$ cat config.mk
export PLATFORM = sky130hd
export DESIGN_NAME = regfile
export DESIGN_NICKNAME = d
export VERILOG_FILES = /design/src/rtl/regfile.sv
export SDC_FILE = /design/constraint.sdc
export NUM_CORES = 1
export LEC_CHECK = 0
export CORE_ASPECT_RATIO = 1.4
export CORE_UTILIZATION = 48
export CTS_BUF_LIST = sky130_fd_sc_hd__clkbuf_4 sky130_fd_sc_hd__clkbuf_8
export DETAILED_ROUTE_END_ITERATION = 6
export GPL_TIMING_DRIVEN = 0
export PLACE_DENSITY = 0.86
export SYNTH_ARGS = -nofsm -noshare
export SYNTH_HDL_FRONTEND = slang
export SYNTH_SLANG_ARGS = --single-unit
$ cat constraint.sdc
create_clock -name CLK -period 6.05 [get_ports CLK]
set_input_delay 1.21 -clock CLK [delete_from_list [all_inputs] [get_ports CLK]]
set_output_delay 1.21 -clock CLK [all_outputs]
set_load 0.05 [all_outputs]
$ cat src/rtl/regfile.sv
// regfile: eight WIDTH-bit registers, one written per enabled clock edge, each exposed on its own output
//   CLK       rising-edge clock for all register updates
//   RST       asynchronous active-high reset, loads RESET_VAL into every register
//   d         write data
//   load      write enable, sampled at the rising CLK edge
//   wsel      index 0..7 of the register to write
//   q0..q7    stored contents of registers 0..7, driven straight from the flops
module regfile #(
    parameter int WIDTH     = 16,
    parameter     RESET_VAL = 16'h0000
) (
    input  logic             CLK,
    input  logic             RST,
    input  logic [WIDTH-1:0] d,
    input  logic             load,
    input  logic [2:0]       wsel,
    output logic [WIDTH-1:0] q0,
    output logic [WIDTH-1:0] q1,
    output logic [WIDTH-1:0] q2,
    output logic [WIDTH-1:0] q3,
    output logic [WIDTH-1:0] q4,
    output logic [WIDTH-1:0] q5,
    output logic [WIDTH-1:0] q6,
    output logic [WIDTH-1:0] q7
);
    localparam logic [WIDTH-1:0] RV = WIDTH'(RESET_VAL);
    logic [WIDTH-1:0] r [8];
    always_ff @(posedge CLK or posedge RST)
        if (RST) r <= '{default: RV};
        else if (load) r[wsel] <= d;
    assign q0 = r[0];
    assign q1 = r[1];
    assign q2 = r[2];
    assign q3 = r[3];
    assign q4 = r[4];
    assign q5 = r[5];
    assign q6 = r[6];
    assign q7 = r[7];
endmodule

==> results of run 1 <==
## routing by layer
layer	global-route usage	part of all wire
met3	0.07927	0.063
met5	0	0
met2	0.3887	0.54
met4	0.07684	0.016
met1	0.2463	0.38
## layout by cell type (no fill, tap or decap), drive strengths merged
| master | Yosys | layout |
|---|---|---|
| buf | 15 | 16 |
| nor4b | 1 | 1 |
| clkinvlp | 0 | 1 |
| clkbuf | 0 | 22 |
| dfrtp | 128 | 128 |
| bufinv | 0 | 4 |
| nand4 | 1 | 1 |
| clkinv | 0 | 5 |
| nor4bb | 2 | 2 |
| and4bb | 1 | 1 |
| inv | 1 | 1 |
| clkdlybuf4s50 | 0 | 145 |
| nand4b | 3 | 3 |
| mux2 | 128 | 128 |
## flip-flops by register name, indices dropped and copies added (netlist names)
| register | cells |
|---|---|
| q0 | 16 |
| q1 | 16 |
| q2 | 16 |
| q3 | 16 |
| q4 | 16 |
| q5 | 16 |
| q6 | 16 |
| q7 | 16 |
## worst paths after layout
kind                                     from                 end
setup / recovery           q1[12]$_DFFE_PP0P_              q1[12]
hold / removal              q5[7]$_DFFE_PP0P_   q5[7]$_DFFE_PP0P_
setup reg to reg            q0[8]$_DFFE_PP0P_   q0[8]$_DFFE_PP0P_
hold reg to reg             q5[7]$_DFFE_PP0P_   q5[7]$_DFFE_PP0P_
max in group asynchronous                 RST   q5[7]$_DFFE_PP0P_
min in group asynchronous                 RST  q2[10]$_DFFE_PP0P_
## kinds of logic after synthesis
group                  synth area share
buffers and inverters           0.02493
flip-flops                       0.6512
multiplexers                     0.3007
AND/OR/NAND/NOR                 0.02315
## cell type report
type,instances,area share
Sequential cell,128,0.4560
Multi-Input combinational cell,136,0.2268
Timing Repair Buffer,146,0.2105
Clock buffer,22,0.04222
Tap cell,135,0.02405
Clock inverter,10,0.02227
Buffer,15,0.01692
Inverter,1,0.001247
## stage by stage
stage	cells	util	TNS, ns	instance area (um^2)	power [mW]
2_1_floorplan	280	-	0	4918	2.026
3_3_place_gp	560	0.6569	-17.81	6539	2.471
3_5_place_dp	561	0.6602	0	6571	2.504
4_1_cts	593	0.7057	0	7024	3.322
5_1_grt	593	0.7057	0	7024	3.411
6_report	593	0.7057	0	7024	3.290
## power breakdown
part	internal, mW	switching [mW]	leakage [nW]
clock	0.496	0.314	0.232
combinational	0.475	0.861	1.26
sequential	1.04	0.0994	1.54
total	2.02	1.27	3.03
==> out/results.txt, run 1 <==
DP Worst Slack: 3.325 ns
RSZ-0062 raised after global routing: no
max_cap viols: 0
router iterations before antenna repair: 4
drt via density: 5.067
Filler Cell Count: 662
total number of yosys warnings: 0
Multi-input gate area: 1593 um^2
Reg clk slew, reported paths: 0.06 ns
clock sink total: 128
CTS HTree Levels: 4
reg2reg path depth: 1
first-pass GRT wire length: 17.24 mm
top-count cell post-synth: dfrtp_1
CTS tree: yes
Final Skew: 0 ns
CORE AREA: 9953 um^2
Post-synth EDFFs: 0
Post-Syn Instances: 280
crit end category: primary output
Mapped Area: 4918 um^2
Async SR Flop Fraction: 1.000
Root Driver: clkbuf_8
layout cell share with drive strength beyond 1: 0.3996
Critical path buffers and inverters: 1
CP Class: reg2out
syn nets: 302
most instantiated cells after synthesis: dfrtp_1 (128), mux2_2 (118), mux2_4 (10)
Netlist cell types: 13
WHS Path Cells: 1
row count: 43
top area cells in the synthesized netlist: dfrtp_1 (65%), mux2_2 (27%), mux2_4 (3.1%), buf_6 (1.1%), nand4b_2 (0.92%)
full die area: 10,660 um^2
routed vias: 3,005
outcome: finished clean
drt total wl: 10.93 mm
ant diodes: 0
Largest delay share family, worst path: buffers and inverters
endpoints failing hold: 0
Slew HR: 0.5493
Synth top area share: 0.6512
area grow syn2layout: 42.81%
crit-path max FO: 2
Final ANT Viol Nets: 0
DP HPWL: 7.763 mm
worst skew pair latency: 0.42 ns
slowest cell delay on critical path: 0.84 ns
grt ovf: 0
most common flop cell mapped by yosys: dfrtp_1
DRT iter0 DRCs: 99
Overall Global Routing Usage: 0.2217
Ports: 150
Slew @ Worst Pin: 0.6732 ns
fin nets: 467
# DRC: 0
Yosys top cell by area: dfrtp_1
FF+latch area: 3203 um^2
Worst Hold Margin: 0.5034 ns
initial core utilization: 0.4942
Hold-fix buffers, CTS: 0
fin crit share: 0.4656
Pleak: 3.026 nW
vias in the first global route: 3,207
initial antenna violation count: 0
sequential element share of the synthesized area: 0.6512
CTS buffer count: 17
RD Place Congestion: 0.6888
Worst EP required: 4.84 ns
VDD IR max: 0.3213 mV
Die Y: 121.8 um
Setup Viol. Count Final: 0
Crit-path slowest cell: clkdlybuf4s50_1
CP arrival: 1.61 ns
clock buffer depth: 2
port bufs: 145
Max Fclk: 355.0 MHz
setup slack after layout: 3.233 ns
minimum clock period: 2.817 ns
CP Depth: 1
min-delay worst type: reg2reg
Yosys reg bits: 128
drt wl/cell: 18.43 um
Reg2Reg Setup Slack: 5.27 ns
die width: 87.55 um
Startpoint Class: flip-flop
pwr/cell area: 468.4 nW/um^2
Syn Area/Cell: 17.57 um^2
post-CTS sizing: 0
Pins Over Slew Limit: 0
pin count of the biggest net entering global routing: 68
postcts setup bufs: 0
crit-path cells: clkdlybuf4s50_1
Note: power is estimated with default switching activity, not from simulation.
==> run 2: changes to the inputs <==
==> constraint.sdc (replaced) <==
create_clock -name CLK -period 2.8 [get_ports CLK]
set_input_delay 0.56 -clock CLK [delete_from_list [all_inputs] [get_ports CLK]]
set_output_delay 0.56 -clock CLK [all_outputs]
set_load 0.05 [all_outputs]
==> run 2 against run 1 <==
Compared with the run above: die area did not move; combinational power rose by 120%; non-clock buffer count rose by 2; critical path depth did not move; clock skew did not move; core utilization rose by 0.45 points; count of clock-buffer cells in the layout fell by 3; worst setup slack got worse by 2.6 ns; flip-flop and latch count did not move; register-to-register slack got worse by 3.3 ns; cell count rose by 0.34%; cell area rose by 0.64%.
==> out/results.txt, run 2 (same netlist as run 1, synthesis figures left out) <==
outcome: finished clean
Overall Global Routing Usage: 0.2281 (+0.006412)
# DRC: 0 (unchanged)
Worst Hold Margin: 0.5053 ns (+0.001892 ns)
min-delay worst type: reg2reg
clock buffer depth: 2 (unchanged)
crit-path cells: clkdlybuf4s50_1
Sw Share: 0.3889 (+0.001528)
worst skew pair latency: 0.41 ns (about the same)
vias in the first global route: 3,291 (+2.6%)
Slew HR: 0.6027 (+0.05343)
CORE AREA: 9953 um^2 (unchanged)
fin crit share: 0.7845
Worst EP required: 2.24 ns (-2.60 ns)
combinational share of power: 0.404 (-0.002)
slowest cell delay on critical path: 0.82 ns (-0.02 ns)
CTS buffer count: 17 (unchanged)
R2R Path Start: q0[2]$_DFFE_PP0P_
Pint: 4.383 mW (+120%)
RSZ-0062 raised after global routing: no
Core Util, Final: 0.7102 (+0.004525)
Hold Startpoint: q7[15]$_DFFE_PP0P_
DP Worst Slack: 0.7928 ns (-2.532 ns)
VDD IR max: 0.6597 mV (+110%)
clock share of power: 0.251 (+0.005)
Reg clk slew, reported paths: 0.07 ns (about the same)
die width: 87.55 um (unchanged)
pin count of the biggest net entering global routing: 41 (-40%)
Final Skew: 0 ns (unchanged)
routed vias: 3,002 (-0.10%)
row count: 43 (unchanged)
drt via density: 5.045 (-0.44%)
clock sink total: 128 (unchanged)
CP Depth: 1 (unchanged)
Psw: 2.790 mW (+120%)
ant diodes: 0 (unchanged)
CP Capture Point: q0[2]
Final ANT Viol Nets: 0 (unchanged)
setup_tns: 0 ns (unchanged)
Ports: 150 (unchanged)
area grow syn2layout: 43.73%
CP arrival: 1.64 ns (+0.03 ns)
port bufs: 145 (unchanged)
fin nets: 469 (+0.43%)
postcts setup bufs: 0 (unchanged)
Setup Viol. Count Final: 0 (unchanged)
CTS HTree Levels: 4 (unchanged)
full die area: 10,660 um^2 (unchanged)
grt ovf: 0 (unchanged)
reg2reg path depth: 1 (unchanged)
post-CTS sizing: 0 (unchanged)
CTS tree: yes
Largest delay share family, worst path: buffers and inverters
crit end category: primary output
most common cell after layout, fill and taps aside: clkdlybuf4s50_1
layout cell share with drive strength beyond 1: 0.4022 (+0.002611)
CP Class: reg2out
Slew @ Worst Pin: 0.5947 ns (-0.07855 ns)
endpoints failing hold: 0 (unchanged)
Max Fclk: 455.2 MHz
most frequent cells in the layout: clkdlybuf4s50_1 (145), dfrtp_1 (128), mux2_2 (118), clkbuf_8 (18), mux2_4 (10)
Crit-path slowest cell: clkdlybuf4s50_1
minimum clock period: 2.197 ns
crit-path max FO: 2 (unchanged)
Crit Reg-Reg Endpoint: q0[2]$_DFFE_PP0P_
pwr/cell area: 1015 nW/um^2 (+120%)
drt total wl: 11.13 mm (+1.9%)
part of the power in registers: 0.345 (-0.003)
Startpoint Class: flip-flop
Reg2Reg Setup Slack: 1.97 ns (-3.30 ns)
DP HPWL: 8.047 mm (+3.7%)
first-pass GRT wire length: 17.57 mm (+1.9%)
crit path launch: q0[2]$_DFFE_PP0P_
drt wl/cell: 18.71 um (+1.5%)
Pins Over Slew Limit: 0 (unchanged)
max_cap viols: 0 (unchanged)
Root Driver: clkbuf_8
setup slack after layout: 0.6033 ns (-2.630 ns)
Critical path buffers and inverters: 1 (unchanged)
DRT iter0 DRCs: 88 (-11%)
initial core utilization: 0.4942 (unchanged)
Hold-fix buffers, CTS: 0 (unchanged)
initial antenna violation count: 0 (unchanged)
router iterations before antenna repair: 4 (unchanged)
RD Place Congestion: 0.7087 (+2.9%)
Pleak: 3.027 nW (about the same)
Die Y: 121.8 um (unchanged)
run 2: cell types whose count changed in the layout (fill, tap and decap cells not counted), sizes merged:
cell      previous run  this run
bufinv               4         5
inv                  1         0
clkinvlp             1         5
clkinv               5         4
clkbuf              22        19
buf                 16        18
run 2: how the worst min path moves through the flow:
stage,slack (ns),endpoint,cells past startpoint
floorplan,0.71,q0[0]$_DFFE_PP0P_,1
global placement,0.49,q7[3]$_DFFE_PP0P_,1
detailed placement,0.49,q7[3]$_DFFE_PP0P_,1
CTS,0.51,q7[15]$_DFFE_PP0P_,1
global route,0.52,q5[2]$_DFFE_PP0P_,1
finish,0.51,q7[15]$_DFFE_PP0P_,1
run 2: power by group through the flow:
stage / Clock, mW / Combinational [mW] / Sequential, mW
final: 1.80 / 2.90 / 2.47
after global routing: 1.91 / 3.00 / 2.52
after CTS: 1.84 / 2.92 / 2.48
after detailed placement: 0 / 2.91 / 2.51
after global placement: 0 / 2.85 / 2.48
after floorplan: 0 / 0.442 / 3.94
run 2: area by class of cell:
class	count	area, um^2
repair buffers	148	1511
flip-flops and latches	128	3203
clock buffers	19	255.2
well taps	135	168.9
clock inverters	13	211.5
fillers	660	2884
plain buffers	15	118.9
inverters	1	7.507
multi-input cells	136	1593
run 2: stage by stage:
step | std cells | cell area [um^2] | total power, mW
2_1_floorplan | 280 | 4922 | 4.378
3_3_place_gp | 560 | 6543 | 5.336
3_5_place_dp | 563 | 6603 | 5.422
4_1_cts | 595 | 7069 | 7.239
5_1_grt | 595 | 7069 | 7.435
6_report | 595 | 7069 | 7.173
run 2: metal layers:
| layer | track usage | part of all wire |
|---|---|---|
| met1 | 0.2487 | 0.37 |
| met2 | 0.4067 | 0.55 |
| met3 | 0.08198 | 0.067 |
| met4 | 0.07480 | 0.014 |
| met5 | 0 | 0 |
==> run 3: changes to the inputs <==
==> constraint.sdc (replaced) <==
create_clock -name CLK -period 2.06 [get_ports CLK]
set_input_delay 0.412 -clock CLK [delete_from_list [all_inputs] [get_ports CLK]]
set_output_delay 0.412 -clock CLK [all_outputs]
set_load 0.05 [all_outputs]
==> run 3 against run 2 <==
Compared with the run above: count of clock-buffer cells in the layout did not move; cell count did not move; cell area rose by 1.4%; total power rose by 36%; clock skew did not move; critical path depth did not move; sequential share of layout area fell by 0.62 points; via count rose by 0.50%; global-route usage did not move; non-clock buffer count did not move; clock power rose by 37%; highest routed layer unchanged; largest power group unchanged.
==> out/results.txt, run 3 (same netlist as run 1, synthesis figures left out) <==
port bufs: 145 (unchanged)
Slew HR: 0.6023 (about the same)
DP HPWL: 8.047 mm (unchanged)
placed cells: 563 (unchanged)
clock buffer depth: 2 (unchanged)
outcome: finished clean
Overall Global Routing Usage: 0.2281 (unchanged)
full die area: 10,660 um^2 (unchanged)
Root Driver: clkbuf_8
clock sink total: 128 (unchanged)
slowest cell delay on critical path: 0.81 ns (about the same)
die width: 87.55 um (unchanged)
Largest delay share family, worst path: buffers and inverters
CORE AREA: 9953 um^2 (unchanged)
grt ovf: 0 (unchanged)
pwr/cell area: 1358 nW/um^2 (+34%)
# DRC: 0 (unchanged)
vias in the first global route: 3,291 (unchanged)
worst skew pair latency: 0.42 ns (about the same)
Final Skew: 0 ns (unchanged)
routed vias: 3,017 (+0.50%)
Die Y: 121.8 um (unchanged)
row count: 43 (unchanged)
CTS HTree Levels: 4 (unchanged)
CTS buffer count: 17 (unchanged)
first-pass GRT wire length: 17.57 mm (unchanged)
Hold-fix buffers, CTS: 0 (unchanged)
Critical path buffers and inverters: 1 (unchanged)
Slew @ Worst Pin: 0.5953 ns (+0.0005883 ns)
most common cell after layout, fill and taps aside: dfrtp_1
ant diodes: 0 (unchanged)
Reg clk slew, reported paths: 0.07 ns (about the same)
CP arrival: 1.60 ns (-0.04 ns)
Worst Hold Margin: 0.3974 ns (-0.1079 ns)
Pins Over Slew Limit: 0 (unchanged)
Filler Cell Count: 639 (-3.2%)
Reg2Reg Setup Slack: 1.23 ns (-0.74 ns)
postcts setup bufs: 0 (unchanged)
Pleak: 3.460 nW (+14%)
drt via density: 5.071 (+0.50%)
Ports: 150 (unchanged)
Placed Instance Area: 6603 um^2 (unchanged)
pin count of the biggest net entering global routing: 41 (unchanged)
post-route insts no fill: 595 (unchanged)
Crit-path slowest cell: clkdlybuf4s50_1
CP Class: reg2out
Startpoint Class: flip-flop
Final ANT Viol Nets: 0 (unchanged)
layout cell share with drive strength beyond 1: 0.4022 (unchanged)
endpoints failing hold: 0 (unchanged)
fin area: 7168 um^2 (+1.4%)
crit end category: primary output
Setup Viol. Count Final: 0 (unchanged)
max_cap viols: 0 (unchanged)
DRT iter0 DRCs: 74 (-16%)
CTS tree: yes
RD Place Congestion: 0.7087 (unchanged)
most frequent cells in the layout: dfrtp_1 (128), mux2_2 (118), clkdlybuf4s50_1 (101), dlymetal6s2s_1 (41), clkbuf_8 (18)
fin crit share: 0.9782
fin nets: 469 (unchanged)
VDD IR max: 0.8967 mV (+36%)
minimum clock period: 2.015 ns
drt total wl: 11.24 mm (+0.91%)
crit-path cells: clkdlybuf4s50_1
crit-path max FO: 2 (unchanged)
Worst EP required: 1.65 ns (-0.59 ns)
Max Fclk: 496.3 MHz
initial antenna violation count: 0 (unchanged)
drt wl/cell: 18.88 um (+0.91%)
router iterations before antenna repair: 4 (unchanged)
min-delay worst type: in2async
area grow syn2layout: 45.74%
initial core utilization: 0.4942 (unchanged)
[run 3: cell types whose count changed in the layout (fill, tap and decap cells not counted)]
| cell | previous run | this run |
|---|---|---|
| clkdlybuf4s50_1 | 145 | 101 |
| dlymetal6s2s_1 | 0 | 41 |
| dlygate4sd2_1 | 0 | 3 |
[run 3: worst paths after layout]
path                                    start                 end  depth (start not counted)
max in group asynchronous                 RST   q6[5]$_DFFE_PP0P_                          3
max reg2reg                 q0[2]$_DFFE_PP0P_   q0[2]$_DFFE_PP0P_                          1
min in group CLK                      wsel[2]  q0[13]$_DFFE_PP0P_                          3
min                                       RST  q1[10]$_DFFE_PP0P_                          2
min reg2reg                q0[15]$_DFFE_PP0P_  q0[15]$_DFFE_PP0P_                          1
max                         q0[3]$_DFFE_PP0P_               q0[3]                          1
[run 3: where the power goes]
group | switching, mW | total, mW | internal (mW)
Sequential | 0.291 | 3.36 | 3.07
Combinational | 2.54 | 3.91 | 1.37
Clock | 0.972 | 2.46 | 1.49
[run 3: through the flow]
stage                     setup WS, ns    util  power, mW   TNS [ns]
final                          0.04493  0.7202      9.731          0
after global routing         -0.007934  0.7202      10.07  -0.007934
after CTS                      0.01275  0.7099      9.830          0
after detailed placement        0.2008  0.6634      7.370          0
after global placement         -0.9526  0.6573      7.252    -120.77
after floorplan                0.06675       -      5.951          0
[run 3: cell type report]
class | instances | area, um^2 | share of cell area
tap | 135 | 168.9 | 0.02356
buffer | 15 | 118.9 | 0.01658
timing repair buffer | 148 | 1610 | 0.2246
clock inverter | 13 | 211.5 | 0.02950
multi-input combinational | 136 | 1593 | 0.2222
sequential | 128 | 3203 | 0.4468
inverter | 1 | 7.507 | 0.001047
clock buffer | 19 | 255.2 | 0.03561
[run 3: per-layer routing]
layer | GRT usage | routed length, um | vias to the layer above
met1 | 0.2487 | 4170 | 1548
met3 | 0.08198 | 704 | 12
met4 | 0.07480 | 149 | 0
li1 | - | - | 1347
met5 | 0 | 0 | -
met2 | 0.4067 | 6210 | 110
[run 3: timing repair]
action,in CTS,in global routing
gates cloned,0,0
resized for setup,3,41
setup endpoints to repair,3,41
